[src/rtl/pwm_breathe_pkg.sv]
// Shared types and helpers for the multi-channel breathing PWM driver.
package pwm_breathe_pkg;

  typedef enum logic [2:0] {IDLE, OFFSET, RISE, HIGH, FALL, LOW} breathe_state_t;

  // Full-scale duty for an R-bit generator: 2^R (needs R+1 bits).
  function automatic int unsigned duty_max(input int unsigned r);
    return 32'd1 << r;
  endfunction

endpackage

[src/rtl/pwm_enhanced.sv]
// PWM generator with prescaler: output high while the R-bit phase counter is below duty.
// duty = 2^R gives a constantly high output; the phase counter advances every dvsr+1 clocks.
module pwm_enhanced #(
  parameter int R  = 8,
  parameter int DW = 32
) (
  input  logic          clk,
  input  logic          rst,
  input  logic [DW-1:0] dvsr,
  input  logic [R:0]    duty,
  output logic          pwm_out
);

  logic [DW-1:0] q_q, q_d;
  logic [R-1:0]  d_q, d_d;
  logic          pwm_q, pwm_d;

  always_comb begin
    q_d   = (q_q == dvsr) ? '0 : q_q + DW'(1);
    d_d   = (q_q == dvsr) ? d_q + R'(1) : d_q;
    pwm_d = ({1'b0, d_q} < duty);
  end

  always_ff @(posedge clk) begin
    if (rst) begin
      q_q   <= '0;
      d_q   <= '0;
      pwm_q <= 1'b0;
    end else begin
      q_q   <= q_d;
      d_q   <= d_d;
      pwm_q <= pwm_d;
    end
  end

  assign pwm_out = pwm_q;

endmodule

[src/rtl/pwm_breathe_multi.sv]
// N-channel breathing LED driver: per-channel rise/high/fall/low FSM with start offsets,
// paced by one shared step prescaler, each channel feeding its own PWM generator.
module pwm_breathe_multi
  import pwm_breathe_pkg::*;
#(
  parameter int R      = 8,
  parameter int N_CH   = 3,
  parameter int DVSR   = 4882,
  parameter int CNT_W  = 32,
  parameter int HOLD_W = 16
) (
  input  logic                   clk,
  input  logic                   rst,
  input  logic                   en,
  input  logic                   one_shot,
  input  logic [CNT_W-1:0]       step_thresh,
  input  logic [HOLD_W-1:0]      hold_high,
  input  logic [HOLD_W-1:0]      hold_low,
  input  logic [N_CH*HOLD_W-1:0] offset,
  output logic [N_CH-1:0]        pwm_out,
  output logic [N_CH*(R+1)-1:0]  duty,
  output logic                   busy,
  output logic                   done
);

  localparam int unsigned DUTY_MAX_I = duty_max(R);
  localparam logic [R:0]  DUTY_MAX   = DUTY_MAX_I[R:0];
  localparam logic [R:0]  DUTY_TOP   = DUTY_MAX - (R+1)'(1);

  logic [CNT_W-1:0]       cnt_q, cnt_d, thresh_q, thresh_d, thr;
  logic [HOLD_W-1:0]      hh_q, hh_d, hl_q, hl_d;
  logic [N_CH*HOLD_W-1:0] off_q, off_d;
  logic                   os_q, os_d, fin_q, fin_d, done_q, done_d;
  logic                   tick, start;
  logic [N_CH-1:0]        ch_busy, ch_busy_d, comp_ch;

  // Restart is held off for the cycle after completion so done is seen before a new run.
  assign busy  = |ch_busy;
  assign thr   = (thresh_q == '0) ? CNT_W'(1) : thresh_q;
  assign tick  = busy && (cnt_q == thr - CNT_W'(1));
  assign start = en && !busy && !fin_q;
  assign fin_d = (|comp_ch) && !(|ch_busy_d);

  always_comb begin
    cnt_d    = (!busy || tick) ? '0 : cnt_q + CNT_W'(1);
    thresh_d = thresh_q;
    hh_d     = hh_q;
    hl_d     = hl_q;
    off_d    = off_q;
    os_d     = os_q;
    done_d   = fin_q;
    if (start) begin
      thresh_d = step_thresh;
      hh_d     = hold_high;
      hl_d     = hold_low;
      off_d    = offset;
      os_d     = one_shot;
    end
  end

  always_ff @(posedge clk) begin
    if (!rst) begin
      cnt_q    <= '0;
      thresh_q <= '0;
      hh_q     <= '0;
      hl_q     <= '0;
      off_q    <= '0;
      os_q     <= 1'b0;
      fin_q    <= 1'b0;
      done_q   <= 1'b0;
    end else begin
      cnt_q    <= cnt_d;
      thresh_q <= thresh_d;
      hh_q     <= hh_d;
      hl_q     <= hl_d;
      off_q    <= off_d;
      os_q     <= os_d;
      fin_q    <= fin_d;
      done_q   <= done_d;
    end
  end

  assign done = done_q;

  for (genvar i = 0; i < N_CH; i++) begin : g_ch
    breathe_state_t     state_q, state_d;
    logic [R:0]         duty_q, duty_d;
    logic [HOLD_W-1:0]  hold_q, hold_d, hold_inc, off_i;
    logic               comp;

    assign off_i    = off_q[i*HOLD_W +: HOLD_W];
    assign hold_inc = hold_q + HOLD_W'(1);

    always_comb begin
      state_d = state_q;
      duty_d  = duty_q;
      hold_d  = hold_q;
      comp    = 1'b0;
      if (state_q != IDLE && !en) begin
        state_d = IDLE;
        duty_d  = '0;
        hold_d  = '0;
      end else begin
        case (state_q)
          IDLE: if (start) begin
            state_d = OFFSET;
            duty_d  = '0;
            hold_d  = '0;
          end
          OFFSET: if (off_i == '0 || (tick && hold_inc == off_i)) begin
            state_d = RISE;
            hold_d  = '0;
          end else if (tick) begin
            hold_d = hold_inc;
          end
          RISE: if (tick) begin
            if (duty_q < DUTY_MAX) duty_d = duty_q + (R+1)'(1);
            if (duty_q >= DUTY_TOP) begin
              state_d = HIGH;
              hold_d  = '0;
            end
          end
          HIGH: if (hh_q == '0 || (tick && hold_inc == hh_q)) begin
            state_d = FALL;
            hold_d  = '0;
          end else if (tick) begin
            hold_d = hold_inc;
          end
          FALL: if (tick) begin
            if (duty_q != '0) duty_d = duty_q - (R+1)'(1);
            if (duty_q <= (R+1)'(1)) begin
              state_d = LOW;
              hold_d  = '0;
            end
          end
          LOW: if (hl_q == '0 || (tick && hold_inc == hl_q)) begin
            hold_d  = '0;
            state_d = os_q ? IDLE : RISE;
            comp    = os_q;
          end else if (tick) begin
            hold_d = hold_inc;
          end
          default: begin
            state_d = IDLE;
            duty_d  = '0;
            hold_d  = '0;
          end
        endcase
      end
    end

    always_ff @(posedge clk) begin
      if (!rst) begin
        state_q <= IDLE;
        duty_q  <= '0;
        hold_q  <= '0;
      end else begin
        state_q <= state_d;
        duty_q  <= duty_d;
        hold_q  <= hold_d;
      end
    end

    assign ch_busy[i]           = (state_q != IDLE);
    assign ch_busy_d[i]         = (state_d != IDLE);
    assign comp_ch[i]           = comp;
    assign duty[i*(R+1) +: R+1] = duty_q;

    pwm_enhanced #(.R(R), .DW(CNT_W)) u_pwm (
      .clk     (clk),
      .rst     (~rst),
      .dvsr    (CNT_W'(DVSR)),
      .duty    (duty_q),
      .pwm_out (pwm_out[i])
    );
  end

endmodule

[config.mk]
export PLATFORM = sky130hd
export DESIGN_NAME = pwm_breathe_multi
export DESIGN_NICKNAME = d
export VERILOG_FILES = /design/src/rtl/pwm_breathe_pkg.sv /design/src/rtl/pwm_enhanced.sv /design/src/rtl/pwm_breathe_multi.sv
export SDC_FILE = /design/constraint.sdc
export NUM_CORES = 1
export LEC_CHECK = 0
export BUFFER_PORTS_ARGS = -buffer_cell sky130_fd_sc_hd__clkbuf_2
export CORE_MARGIN = 1
export CORE_UTILIZATION = 50
export CTS_CLUSTER_DIAMETER = 80
export DETAILED_ROUTE_END_ITERATION = 7
export PLACE_DENSITY = 0.7
export SKIP_LAST_GASP = 1
export SLEW_MARGIN = 5
export SYNTH_ARGS = -nofsm -noshare
export SYNTH_HDL_FRONTEND = slang
export SYNTH_SLANG_ARGS = --single-unit
[constraint.sdc]
create_clock -name clk -period 5.4 [get_ports clk]
set_input_delay 0.81 -clock clk [delete_from_list [all_inputs] [get_ports clk]]
set_output_delay 0.81 -clock clk [all_outputs]
set_load 0.005 [all_outputs]
# Word-level counts from Yosys, hierarchy flattened
# Index checks and enable logic that the tools add are counted.
[op_classes]
add_sub_neg = 17
n_lt_le_gt_ge = 12
n_eq_ne = 49
n_mux = 85
bitwise = 4
reduce_logical = 67
[op_table]
columns = ["op", "n"]
rows = [
  ["2-to-1 mux 16 bit", 25],
  ["case mux 16 bit (6 select lines)", 3],
  ["== test 16 bit", 9],
  ["adder 32 x 1 -> 32 bit, second input constant", 4],
  ["2-to-1 mux 9 bit", 13],
  ["case mux 9 bit (4 select lines)", 3],
  ["== test 32 x 13 -> 1 bit, second input constant", 3],
  ["2-to-1 mux 3 bit", 27],
  ["zero test 16 bit", 5],
  ["case mux 3 bit (6 select lines)", 3],
  ["adder 16 x 1 -> 16 bit, second input constant", 3],
  ["inequality test 2 bit, second input constant", 21],
  ["== test 32 bit", 1],
  ["zero test 32 bit", 1],
  ["2-to-1 mux 32 bit", 1],
  ["subtractor 32 x 1 -> 32 bit, second input constant", 1],
  ["adder 9 x 1 -> 9 bit, second input constant", 3],
  [">= comparator 9 x 8 -> 1 bit, second input constant", 3],
  ["less-or-equal comparator 9 x 1 -> 1 bit, second input constant", 3],
  ["less-than comparator 8 x 9 -> 1 bit", 3],
  ["less-than comparator 9 bit, second input constant", 3],
  ["nonzero test 9 bit", 3],
  ["subtractor 9 x 1 -> 9 bit, second input constant", 3],
  ["adder 8 x 1 -> 8 bit, second input constant", 3],
  ["15 further kinds", 87],
]
[totals]
register_bits = 354
input_bits = 116

# Longest topological paths before layout
# Gate-level depths: netlist of run 1.
[depth]
word_depth = 14
depth_mapped = 21
mapped_depth_nobuf = 15

# Modules after synthesis
# A second synthesis of run 1 with hierarchy kept.
[unflattened]
cells_unflattened = 2953
area_unflattened_um2 = 22839.4
[modules_own_cells]
columns = ["module", "n_inst", "cells_per_inst", "area_each_um2"]
rows = [
  ["pwm_breathe_multi", 1, 2149, 16001.6],
  ["pwm_enhanced (g_ch[0].u_pwm ...)", 2, 265, 2268.4],
  ["pwm_enhanced (g_ch[2].u_pwm)", 1, 274, 2301.0],
]

# Least setup slack after synthesis of run 1
# OpenSTA, ideal clock, no wires.
[synth_path]
path_kind = "register -> register"
startpoint = "reg thresh_q[6]"
endpoint = "reg g_ch[1].hold_q[9]"
arrival_time_ns = 5.194
path_slack_ns = 0.091
stages_incl_launch_ff = 21
n_path_buf = 5
synth_period_minus_slack_ns = 5.309
path_cell_list = "dfxtp_1 -> clkbuf_1 -> nor3_1 -> and4_1 -> clkbuf_1 -> a31oi_1 -> ha_1 -> clkbuf_1 -> and2_1 -> o21ai_0 -> a21oi_1 -> or4_1 -> or4_1 -> or4b_4 -> buf_6 -> or3_4 -> o211a_1 -> o31ai_4 -> a21o_4 -> buf_6 -> nor2_1"
[synth_via]
elab_chain_cells = 9
[synth_rtl]
columns = ["element", "line_no", "text"]
rows = [
  ["start: declaration", "pwm_breathe_multi.sv:30", "logic [CNT_W-1:0] cnt_q, cnt_d, thresh_q, thresh_d, thr;"],
  ["start signal: assignment", "pwm_breathe_multi.sv:73", "thresh_q <= thresh_d;"],
  ["zero test 32 bit", "pwm_breathe_multi.sv:39", "assign thr = (thresh_q == '0) ? CNT_W'(1) : thresh_q;"],
  ["2-to-1 mux 32 bit *", "pwm_breathe_multi.sv:39", ""],
  ["subtractor 32 x 1 -> 32 bit *", "pwm_breathe_multi.sv:40", "assign tick = busy && (cnt_q == thr - CNT_W'(1));"],
  ["== test 32 bit *", "pwm_breathe_multi.sv:40", ""],
  ["logical AND 1 bit *", "pwm_breathe_multi.sv:40", ""],
  ["logical AND 1 bit (on tied branches)", "pwm_breathe_multi.sv:136, pwm_breathe_multi.sv:110, pwm_breathe_multi.sv:123", ""],
  ["logical OR 1 bit (on tied branches)", "pwm_breathe_multi.sv:136, pwm_breathe_multi.sv:110, pwm_breathe_multi.sv:123", ""],
  ["2-to-1 mux 16 bit (on tied branches)", "pwm_breathe_multi.sv:136, pwm_breathe_multi.sv:110, pwm_breathe_multi.sv:123", ""],
  ["case mux 16 bit (6 select lines)", "pwm_breathe_multi.sv:104", "case (state_q)"],
  ["end signal: assignment", "pwm_breathe_multi.sv:160", "hold_q <= hold_d;"],
  ["end: declaration", "pwm_breathe_multi.sv:88", "logic [HOLD_W-1:0] hold_q, hold_d, hold_inc, off_i;"],
]
# Mark *: on every way between the ends. The rest lies on a longest branch, timed or not.
# A chain may end at the register's enable or synchronous reset.

# Worst setup path in the final report of run 1
[layout_path]
startpoint = "reg thresh_q[20]"
endpoint = "reg g_ch[2].duty_q[3]"
[layout_via]
elab_chain_cells = 7
[layout_rtl]
columns = ["element", "line_no", "text"]
rows = [
  ["zero test 32 bit", "pwm_breathe_multi.sv:39", ""],
  ["2-to-1 mux 32 bit *", "pwm_breathe_multi.sv:39", ""],
  ["subtractor 32 x 1 -> 32 bit *", "pwm_breathe_multi.sv:40", ""],
  ["== test 32 bit *", "pwm_breathe_multi.sv:40", ""],
  ["logical AND 1 bit *", "pwm_breathe_multi.sv:40", ""],
  ["inequality test 2 bit (no source line)", "-", ""],
  ["AND reduction 6 bit (no source line) *", "-", ""],
  ["end signal: assignment", "pwm_breathe_multi.sv:159", "duty_q <= duty_d;"],
  ["end: declaration", "pwm_breathe_multi.sv:87", "logic [R:0] duty_q, duty_d;"],
]
# Marks and branches as above.

==> summary.md, run 1 <==
| Metric | Value |
|---|---|
| Status | finished, final reports clean |
| Final Instance Area | 0.0244 mm2 |
| XOR/XNOR share of the synthesized area | 15.7% |
| Non-Filler Instances | 3448 |
| R2R cell count | 17 |
| Cells along the critical path | nor2_1 -> and4_1 -> a31oi_1 -> ha_1 -> buf_4 -> inv_1 -> or4_1 -> a211oi_1 -> o22ai_1 -> a2111o_1 -> or4b_4 -> or2_1 -> a22oi_1 -> o21ai_1 -> buf_4 -> a211o_1 -> a21oi_1 |
| Fmax | 198 MHz |
| First-pass GRT wire length | 102000 um |
| Most frequent cells in the layout | nand2_1, dfxtp_1, nor2_1, xnor2_1, xor2_1 |
| Worst Path Required | 5.90 ns |
| Drt drc | 0 |
| Seq/Total Area, Yosys | 32.3% |
| Post-DP HPWL | 46300 um |
| Critical path arrival | 5.55 ns |
| Worst IR drop on VDD | 0.317 mV |
| Root buffer cell | clkbuf_16 |
| Largest net degree at the start of global routing | 78 |
| Max-slew violations | 0 |
| Synth Area in Adders | 2.85% |
| Gpl congestion | 0.965 |
| Met1 usage | 36.8% |
| Ys async rst share | 0% |
| Simple-Gate Fraction of Synth Area | 27.7% |
| Remaining Overflow, GRT | 0 |
| Final period utilization | 93.5% |
| Initial core utilization | 50.9% |
| WL final | 63400 um |
| Main combinational cell family by area after synthesis | simple AND/OR/NAND/NOR gates |
| Placed inst area | 0.0230 mm2 |
| CP Launch Type | register |
| Max-Cap Viols | 0 |
| Least-Margin Pin Slew | 1.25 ns |
| Leak Pwr | 8.71 nW |
| Post-synthesis compound-gate area fraction | 16.0% |
| Met2 GRT Util | 46.8% |
| Register bit total from synthesis | 354 |
| Fillers | 4069 |
| Hold_sp | step_thresh[30] |
| Initial antenna violation count | 1 |
| Syn Inst Count | 2789 |
| Share of cells above drive strength 1 | 10.7% |
| Proportion of synthesized area in mux cells | 0.701% |
| Most Crowded Layer GR | met2 |
| Syn Std Cell Area | 0.0220 mm2 |
| Hold Path Depth | 3 |
| DR WL/cell | 18.4 um |
| Via density | 5.90 |
| DIE HEIGHT | 212 um |
| Final setup fails | 0 |
| Cts-stage hold buffer count | 0 |
| Initial DRC Count | 1718 |
| Clock tree buffer depth | 3 |
| Total Routing Usage GR | 28.3% |
| Syn_area_per_cell | 7.88 um2 |
| Warning count from the yosys run | 0 |
| Core footprint | 0.0432 mm2 |
| Vias post-DR | 20300 |
| Htree depth | 2 |
| Commonest non-fill, non-tap cell in the layout | nand2_1 |
| Post-route ant nets | 0 |
| Max incr delay on CP | 0.65 ns |
| Sinks on the clock net | 354 |
| Skew-Pair Late Insertion Delay | 0.58 ns |
| Met3 Track Usage GR | 3.95% |
| Dpl cells | 3369 |
| Slew margin rel. | 16.7% |
| Commonest register cell after synthesis | dfxtp_1 |
| Synth unique cells | 88 |
| Crit path max-delay cell type | or4b_4 |
| Port Buffers | 147 |
| Worst r2r dst | g_ch[2].duty_q[3]$_SDFFE_PP0P_ |
| HP Class | in2reg |
| Tmin final | 5.05 ns |
| Crit Reg-Reg Startpoint | thresh_q[20]$_SDFFE_PN0P_ |
| DIE AREA | 0.0448 mm2 |
| First-pass iteration count of the detailed router | 5 |
| CTS tree | yes |
| Cell mode on critical path | buf_4 |
| PwrDens | 375 mW/mm2 |
| CTS Buf Count | 42 |
| CP Max Fanout | 14 |
| Crit end category | register |
| Die width | 212 um |
| Vias in the first global route | 19300 |
| FF-to-FF setup slack | 0.35 ns |
| CP Class | reg2reg |
| Final hold vios | 0 |
| # rows | 76 |
| Post-Syn Nets | 2955 |
| CTS clk-pin slew, worst paths | 0.06 ns |
| RSZ-0062 raised after global routing | false |
| I/O pin count | 148 |
| Max Clock Skew | 0.0189 ns |
| Post-synth EDFFs | 0 |
| TNS Setup | 0 ns |
| Total Nets Final | 2994 |
| Hold endpoint | thresh_q[30]$_SDFFE_PN0P_ |
| P&R area growth vs syn | 11.3% |
[per-stage QoR]
stage	setup WS (ns)	total power, mW	hold slack (ns)	util (%)
finish	0.350	9.16	0.469	56.6
global route	0.0103	9.64	0.467	56.6
floorplan	0.0908	5.23	0.441	-
detailed placement	0.307	6.20	0.467	53.2
global placement	0.450	6.16	0.458	53.2
CTS	0.281	9.19	0.442	56.6
[worst max-delay path, delay by kind of cell, from the launching register on]
kind                     cells  cell delay (ns)
AO/OA/AOI/OAI                8             1.91
adder cells (fa/ha/maj)      1             0.21
buffers and inverters        3             0.48
flip-flops                   1             0.43
AND/OR/NAND/NOR              5             1.94
[cells in the mapped netlist (all sizes together) (33+ instances only)]
cell | count | area (um2)
nand2 | 398 | 1490
nor3 | 97 | 505
xor2 | 148 | 1300
o21ai | 77 | 389
and3 | 37 | 231
ha | 50 | 626
inv | 77 | 289
a21oi | 81 | 409
nand3 | 88 | 440
nor4 | 67 | 432
and2 | 35 | 219
xnor2 | 204 | 1790
nand4 | 75 | 469
a21boi | 123 | 923
dfxtp | 354 | 7090
clkbuf | 157 | 591
or3 | 36 | 230
nor2 | 269 | 1030
buf | 33 | 180
[per-layer routing]
metal  share of wire, %  up-vias  wire length [um]
li1                   -     9887                 -
met1                 44     9646             27800
met2                 47      650             29600
met3                5.8      151              3700
met4                3.6        0              2310
met5                  0        -                 0
[state kept, by name, indices dropped and copies added (netlist names)]
register and count:
g_ch.duty_q 27, hl_q 16, g_ch.u_pwm.d_q 24, g_ch.hold_q 48, g_ch.u_pwm.pwm_out 3, off_q 48
hh_q 16, g_ch.state_q 9, done_d 1, g_ch.u_pwm.q_q 96, done 1, cnt_q 32
os_q 1, thresh_q 32
[worst max-delay path by stage]
stage,start,endpoint,slack [ns],depth (start not counted)
after floorplan,thresh_q[6]$_SDFFE_PN0P_,g_ch[1].hold_q[9]$_SDFFE_PP0P_,0.09,20
after global placement,thresh_q[12]$_SDFFE_PN0P_,done_d$_SDFF_PN0_,0.45,15
after CTS,thresh_q[12]$_SDFFE_PN0P_,g_ch[1].hold_q[3]$_SDFFE_PP0P_,0.28,15
after global routing,thresh_q[17]$_SDFFE_PN0P_,done_d$_SDFF_PN0_,0.01,15
final,thresh_q[20]$_SDFFE_PN0P_,g_ch[2].duty_q[3]$_SDFFE_PP0P_,0.35,17
after detailed placement,thresh_q[12]$_SDFFE_PN0P_,g_ch[1].hold_q[3]$_SDFFE_PP0P_,0.31,15
[power by group]
part / switching (mW) / total (mW) / internal, mW
Combinational: 1.79 / 2.93 / 1.14
Clock: 1.18 / 2.97 / 1.79
Sequential: 0.432 / 3.26 / 2.83
Total: 3.41 / 9.16 / 5.76
[layout make-up]
cell class / instances / area (um2) / share of cell area [%]
multi-input cells: 2168 / 13800 / 56.6
flip-flops and latches: 354 / 7090 / 29.0
clock buffers: 60 / 1270 / 5.19
repair buffers: 185 / 1020 / 4.19
well taps: 585 / 732 / 2.99
inverters: 77 / 289 / 1.18
clock inverters: 18 / 198 / 0.809
diodes: 1 / 2.50 / 0.0102
[what timing repair did]
item                                    4_1_cts  5_1_grt
gates resized for setup                       0        1
endpoints found under the hold margin         0        0
endpoints found under the setup margin        0       24
buffers inserted                              0        0
[kinds of logic after synthesis]
kind of cell	after synthesis
AND/OR/NAND/NOR	1237
AO/OA/AOI/OAI	498
XOR/XNOR	368
flip-flops	354
buffers and inverters	267
adder cells (fa/ha/maj)	50
multiplexers	15
Note: power is estimated with default switching activity, not from simulation.
==> run 2: changes to the inputs <==
--- a/config.mk
+++ b/config.mk
@@ -11,6 +11,7 @@
 export CTS_CLUSTER_DIAMETER = 80
 export DETAILED_ROUTE_END_ITERATION = 7
 export PLACE_DENSITY = 0.7
+export REMOVE_ABC_BUFFERS = 1
 export SKIP_LAST_GASP = 1
 export SLEW_MARGIN = 5
 export SYNTH_ARGS = -nofsm -noshare
==> summary.md, run 2 (synthesis results as in run 1) <==
| Metric | Value |
|---|---|
| Status | finished, final reports clean |
| Remaining Overflow, GRT | 0 (unchanged) |
| Gpl congestion | 0.979 (+1.5%) |
| Crit end category | register |
| Sw Ratio | 37.3% (+0.070 points) |
| Max-Cap Viols | 0 (unchanged) |
| Initial antenna violation count | 0 (-1) |
| Cell Int Power | 5.63 mW (-2.2%) |
| Worst path buffer plus inverter count | 1 (-2) |
| Initial core utilization | 50.9% (unchanged) |
| Max reg flops | 96 (unchanged) |
| Drt drc | 0 (unchanged) |
| I/O pin count | 148 (unchanged) |
| PwrDens | 369 mW/mm2 (-1.7%) |
| Hold Path Depth | 3 (unchanged) |
| Max Clock Skew | 0.0192 ns (+0.000304 ns) |
| CTS Buf Count | 42 (unchanged) |
| Htree depth | 2 (unchanged) |
| DIE AREA | 0.0448 mm2 (unchanged) |
| CP Launch Type | register |
| CTS tree | yes |
| Commonest non-fill, non-tap cell in the layout | nand2_1 |
| Final hold vios | 0 (unchanged) |
| Dpl ws | 0.272 ns (-0.0352 ns) |
| Dpl cells | 3370 (+0.030%) |
| Total Routing Usage GR | 27.5% (-0.79 points) |
| Fillers | 4038 (-0.76%) |
| HP Class | in2reg |
| Share of cells above drive strength 1 | 10.4% (-0.36 points) |
| Slew margin rel. | 15.8% (-0.88 points) |
| Switching pwr | 3.34 mW (-1.9%) |
| Skew-Pair Late Insertion Delay | 0.58 ns (about the same) |
| R2R cell count | 16 (-1) |
| Leak Pwr | 8.64 nW (-0.80%) |
| Flop pwr share | 36.1% (+0.5 points) |
| Non-Filler Instances | 3441 (-0.20%) |
| Top Family by Delay on Critical Path | simple AND/OR/NAND/NOR gates |
| First-pass GRT wire length | 100000 um (-1.6%) |
| Vias in the first global route | 19300 (+0.093%) |
| Most frequent cells in the layout | nand2_1, dfxtp_1, nor2_1, xnor2_1, xor2_1 |
| Total Nets Final | 2995 (+0.033%) |
| Root buffer cell | clkbuf_16 |
| CP Class | reg2reg |
| Cts-stage hold buffer count | 0 (unchanged) |
| Core footprint | 0.0432 mm2 (unchanged) |
| Final period utilization | 95.4% (+1.9 points) |
| DIE HEIGHT | 212 um (unchanged) |
| Max incr delay on CP | 0.67 ns (+0.02 ns) |
| Critical path arrival | 5.64 ns (+0.09 ns) |
| Post-route ant nets | 0 (unchanged) |
| Worst Path Required | 5.89 ns (about the same) |
| Sinks on the clock net | 354 (unchanged) |
| DR WL/cell | 17.8 um (-3.0%) |
| Clock share of power | 31.3% (-1.1 points) |
| Via density | 5.88 (-0.37%) |
| Largest net degree at the start of global routing | 85 (+9.0%) |
| Clock tree buffer depth | 3 (unchanged) |
| Largest registers | g_ch.u_pwm.q_q x96, g_ch.hold_q x48, off_q x48 |
| P&R area growth vs syn | 10.8% |
| CP Max Fanout | 11 (-3) |
| Crit path max-delay cell type | or4b_4 |
| Final worst setup slack | 0.249 ns (-0.101 ns) |
| Port Buffers | 147 (unchanged) |
| WL final | 61400 um (-3.2%) |
| Initial DRC Count | 1499 (-13%) |
| Tmin final | 5.15 ns (+0.101 ns) |
| Post-DP HPWL | 44800 um (-3.3%) |
| Least-Margin Pin Slew | 1.26 ns (+0.0132 ns) |
| Max-slew violations | 0 (unchanged) |
| Worst IR drop on VDD | 0.287 mV (-9.6%) |
| Antenna cells | 0 (-1) |
| Placed inst area | 0.0230 mm2 (about the same) |
| Final setup fails | 0 (unchanged) |
| CTS clk-pin slew, worst paths | 0.06 ns (about the same) |
| Comb pwr share | 32.6% (+0.6 points) |
| Fin Hold WS | 0.461 ns (-0.00795 ns) |
| Critical path depth | 16 (-1) |
| Die width | 212 um (unchanged) |
| Vias post-DR | 20200 (-0.57%) |
| Cells along the critical path | nor4_1 -> and4_1 -> a31oi_1 -> ha_1 -> buf_4 -> nor2_1 -> a211o_1 -> a21oi_1 -> or4_1 -> or4_1 -> or4b_4 -> o41ai_1 -> nand3_1 -> o211a_1 -> nor4_1 -> nor4b_2 |
| Final Instance Area | 0.0243 mm2 (-0.46%) |
| Fmax | 194 MHz (-2.0%) |
| RSZ-0062 raised after global routing | false |
| First-pass iteration count of the detailed router | 6 (+1) |
| Biggest register | g_ch.u_pwm.q_q |
| # rows | 76 (unchanged) |
run 2: final timing paths:
check	from	end	slack, ns
worst max-delay path	thresh_q[16]$_SDFFE_PN0P_	done_d$_SDFF_PN0_	0.25
worst min-delay path	step_thresh[8]	thresh_q[8]$_SDFFE_PN0P_	0.46
worst max register to register	thresh_q[16]$_SDFFE_PN0P_	done_d$_SDFF_PN0_	0.25
worst min register to register	g_ch[2].u_pwm.q_q[0]$_SDFF_PP0_	g_ch[2].u_pwm.q_q[0]$_SDFF_PP0_	0.48
run 2: power groups by stage:
stage / clock [mW] / sequential [mW] / combinational [mW]
5_1_grt: 2.96 / 3.27 / 3.22
4_1_cts: 2.85 / 3.23 / 2.89
2_1_floorplan: 0 / 3.14 / 2.01
3_3_place_gp: 0 / 3.27 / 2.83
3_5_place_dp: 0 / 3.28 / 2.87
6_report: 2.81 / 3.24 / 2.92
run 2: timing repair:
item | 4_1_cts | 5_1_grt
buffers inserted | 0 | 0
resized for setup | 0 | 2
endpoints found under the hold margin | 0 | 0
endpoints found under the setup margin | 0 | 7
run 2: worst reg2reg max path, stage by stage (launching register included):
cell	delay [ns]
dfxtp_1	0.37
nor4_1	0.50
and4_1	0.31
a31oi_1	0.10
ha_1	0.23
buf_4	0.16
nor2_1	0.12
a211o_1	0.12
a21oi_1	0.05
or4_1	0.54
or4_1	0.53
or4b_4	0.67
o41ai_1	0.50
nand3_1	0.20
o211a_1	0.16
nor4_1	0.29
nor4b_2	0.23
run 2: metal layers:
layer	wire length, um	up-vias	track usage [%]
li1	-	9857	-
met2	28400	678	45.7
met3	4230	118	4.69
met1	27100	9565	36.1
met4	1660	0	8.62
met5	0	-	0
run 2: stage by stage:
stage	utilization (%)	total power, mW	setup TNS [ns]
2_1_floorplan	-	5.16	-428.74
3_3_place_gp	53.2	6.11	0
3_5_place_dp	53.2	6.15	0
4_1_cts	56.3	8.97	0
5_1_grt	56.4	9.46	0
6_report	56.4	8.97	0
run 2: area by class of cell:
type	instances	area [um2]	share of cell area [%]
Clock buffer	61	1220	5.03
Clock inverter	10	118	0.483
Inverter	77	289	1.19
Multi-Input combinational cell	2168	13900	56.9
Sequential cell	354	7090	29.1
Tap cell	585	732	3.01
Timing Repair Buffer	186	1030	4.24
==> run 3: changes to the inputs <==
--- a/config.mk
+++ b/config.mk
@@ -11,6 +11,7 @@
 export CTS_CLUSTER_DIAMETER = 80
 export DETAILED_ROUTE_END_ITERATION = 7
 export PLACE_DENSITY = 0.7
+export RECOVER_POWER = 50
 export REMOVE_ABC_BUFFERS = 1
 export SKIP_LAST_GASP = 1
 export SLEW_MARGIN = 5
==> summary.md, run 3 (synthesis results as in run 1) <==
| Metric | Value |
|---|---|
| Vias post-DR | 20200 (-0.31%) |
| Cells along the critical path | nor4_1 -> and4_1 -> a31oi_1 -> ha_1 -> buf_4 -> nor2_1 -> a211o_1 -> a21oi_1 -> or4_1 -> or4_1 -> or4b_4 -> o22ai_1 -> a21oi_1 -> nor3_2 -> o311ai_0 -> a21oi_1 |
| Htree depth | 2 (unchanged) |
| Final worst setup slack | 0.245 ns (-0.00368 ns) |
| Commonest non-fill, non-tap cell in the layout | nand2_1 |
| Clock tree buffer depth | 3 (unchanged) |
| Antenna cells | 0 (unchanged) |
| Clock share of power | 31.3% (about the same) |
| Slew margin rel. | -53.4% (-69 points) |
| Violated checks | max-capacitance violations, max-slew violations |
| DIE HEIGHT | 212 um (unchanged) |
| Flop pwr share | 36.2% (about the same) |
| RSZ-0062 raised after global routing | false |
| Worst Path Required | 5.88 ns (about the same) |
| Fillers | 4060 (+0.54%) |
| Max incr delay on CP | 0.67 ns (about the same) |
| Crit path max-delay cell type | or4b_4 |
| Hold_sp | offset[18] |
| Max-Cap Viols | 6 (+6) |
| CP Class | reg2reg |
| WL final | 61300 um (-0.11%) |
| Leak Pwr | 8.51 nW (-1.5%) |
| Met1 usage | 36.1% (unchanged) |
| Via density | 5.86 (-0.31%) |
| Met3 Track Usage GR | 4.69% (unchanged) |
| Most Crowded Layer GR | met2 |
| Gpl congestion | 0.979 (unchanged) |
| Max reg flops | 96 (unchanged) |
| Final setup fails | 0 (unchanged) |
| DR WL/cell | 17.8 um (-0.11%) |
| Root buffer cell | clkbuf_16 |
| Final hold vios | 0 (unchanged) |
| Initial antenna violation count | 0 (unchanged) |
| Total Nets Final | 2995 (unchanged) |
| Core footprint | 0.0432 mm2 (unchanged) |
| Non-Filler Instances | 3441 (unchanged) |
| Sw Ratio | 37.2% (-0.044 points) |
| First-pass iteration count of the detailed router | 5 (-1) |
| Worst r2r dst | g_ch[1].duty_q[3]$_SDFFE_PP0P_ |
| Cts-stage hold buffer count | 0 (unchanged) |
| Crit path from | thresh_q[16]$_SDFFE_PN0P_ |
| # rows | 76 (unchanged) |
| CTS clk-pin slew, worst paths | 0.06 ns (about the same) |
| I/O pin count | 148 (unchanged) |
| FF-to-FF setup slack | 0.25 ns (about the same) |
| Largest registers | g_ch.u_pwm.q_q x96, g_ch.hold_q x48, off_q x48 |
| Critical path arrival | 5.64 ns (about the same) |
| Post-CTS Setup Bufs | 0 (unchanged) |
| Fmax | 194 MHz (about the same) |
| CTS tree | yes |
| Crit end category | register |
| Drt drc | 0 (unchanged) |
| PwrDens | 369 mW/mm2 (+0.21%) |
| Biggest register | g_ch.u_pwm.q_q |
| R2R cell count | 16 (unchanged) |
| P&R area growth vs syn | 10.5% |
| Sinks on the clock net | 354 (unchanged) |
| Vias in the first global route | 19300 (unchanged) |
| Tmin final | 5.15 ns (+0.00368 ns) |
| Switching pwr | 3.34 mW (-0.20%) |
| Dpl ws | 0.272 ns (unchanged) |
| Cell mode on critical path | a21oi_1 |
| Final period utilization | 95.5% (about the same) |
| CTS Buf Count | 42 (unchanged) |
| HP Class | in2reg |
| Crit Reg-Reg Startpoint | thresh_q[16]$_SDFFE_PN0P_ |
| Dpl cells | 3370 (unchanged) |
| DIE AREA | 0.0448 mm2 (unchanged) |
| Skew-Pair Late Insertion Delay | 0.58 ns (about the same) |
| Post-DP HPWL | 44800 um (unchanged) |
| Die width | 212 um (unchanged) |
| Cell Int Power | 5.63 mW (about the same) |
| Port Buffers | 147 (unchanged) |
| Status | finished, violations left |
| CP Launch Type | register |
| Share of cells above drive strength 1 | 9.07% (-1.3 points) |
| First-pass GRT wire length | 100000 um (unchanged) |
| Hold Path Depth | 3 (unchanged) |
| Met2 GRT Util | 45.7% (unchanged) |
| Max Clock Skew | 0.0172 ns (-0.00203 ns) |
| Total Routing Usage GR | 27.5% (unchanged) |
| CP Max Fanout | 11 (unchanged) |
| Remaining Overflow, GRT | 0 (unchanged) |
| Largest net degree at the start of global routing | 85 (unchanged) |
| Worst IR drop on VDD | 0.286 mV (-0.31%) |
| Post-route ant nets | 0 (unchanged) |
| Max-slew violations | 318 (+318) |
| Most frequent cells in the layout | nand2_1, dfxtp_1, nor2_1, xnor2_1, xor2_1 |
| Comb pwr share | 32.6% (about the same) |
| Initial core utilization | 50.9% (unchanged) |
| Least-Margin Pin Slew | 2.30 ns (+1.04 ns) |
| Hold endpoint | off_q[18]$_SDFFE_PN0P_ |
| Initial DRC Count | 1507 (+0.53%) |
-- run 3: cell types whose count changed in the layout (fill, tap and decap cells not counted), moves of 4 or more --
cell / previous run / this run
clkbuf_2: 146 / 118
and2_1: 33 / 25
clkbuf_1: 10 / 42
buf_4: 40 / 36
and2_0: 2 / 10
-- run 3: area by class of cell --
type | count | area [um2] | share of cell area, %
clock buffer | 61 | 1220 | 5.04
inverter | 77 | 289 | 1.19
clock inverter | 10 | 118 | 0.485
multi-input combinational | 2168 | 13800 | 57.0
timing repair buffer | 186 | 981 | 4.04
sequential | 354 | 7090 | 29.2
tap | 585 | 732 | 3.02
-- run 3: worst max-delay path, delay by kind of cell (launching register included) --
family | cells | cell delay [ns]
and+or+nand+nor | 7 | 3.18
AOI/OAI and AO/OA | 7 | 1.13
DFF | 1 | 0.37
adders and majority gates | 1 | 0.23
buffers and inverters | 1 | 0.16
-- run 3: worst max-delay path by stage --
| stage | to | slack (ns) | cells past startpoint |
|---|---|---|---|
| after floorplan | g_ch[0].duty_q[8]$_SDFFE_PP0P_ | -3.12 | 8 |
| after global placement | g_ch[1].hold_q[6]$_SDFFE_PP0P_ | 0.36 | 17 |
| after detailed placement | done_d$_SDFF_PN0_ | 0.27 | 16 |
| after CTS | done_d$_SDFF_PN0_ | 0.25 | 16 |
| after global routing | done_d$_SDFF_PN0_ | 0.02 | 16 |
| final | g_ch[1].duty_q[3]$_SDFFE_PP0P_ | 0.25 | 16 |
-- run 3: metal layers --
layer | part of all wire (%) | up-vias
li1 | - | 9848
met1 | 44 | 9548
met2 | 46 | 640
met3 | 6.6 | 119
met4 | 2.7 | 0
met5 | 0 | -
-- run 3: power by group through the flow --
stage,sequential (mW),combinational (mW),clock [mW]
final,3.24,2.92,2.80
after global routing,3.27,3.22,2.96
after CTS,3.23,2.89,2.85
after detailed placement,3.28,2.87,0
after global placement,3.27,2.83,0
after floorplan,3.14,2.01,0
-- run 3: timing repair --
action / CTS / global route
resized for setup: 0 / 2
endpoints found under the setup margin: 0 / 7
hold endpoints to repair: 0 / 0
-- run 3: stage by stage --
| stage | total power [mW] | setup TNS (ns) | instance area (um2) | hold WS (ns) | util (%) |
|---|---|---|---|---|---|
| after detailed placement | 6.15 | 0 | 23000 | 0.468 | 53.2 |
| after CTS | 8.97 | 0 | 24300 | 0.447 | 56.3 |
| final | 8.96 | 0 | 24300 | 0.459 | 56.2 |
| after global routing | 9.45 | 0 | 24300 | 0.462 | 56.2 |
| after floorplan | 5.16 | -428.74 | 21200 | 0.441 | - |
| after global placement | 6.11 | 0 | 23000 | 0.457 | 53.2 |
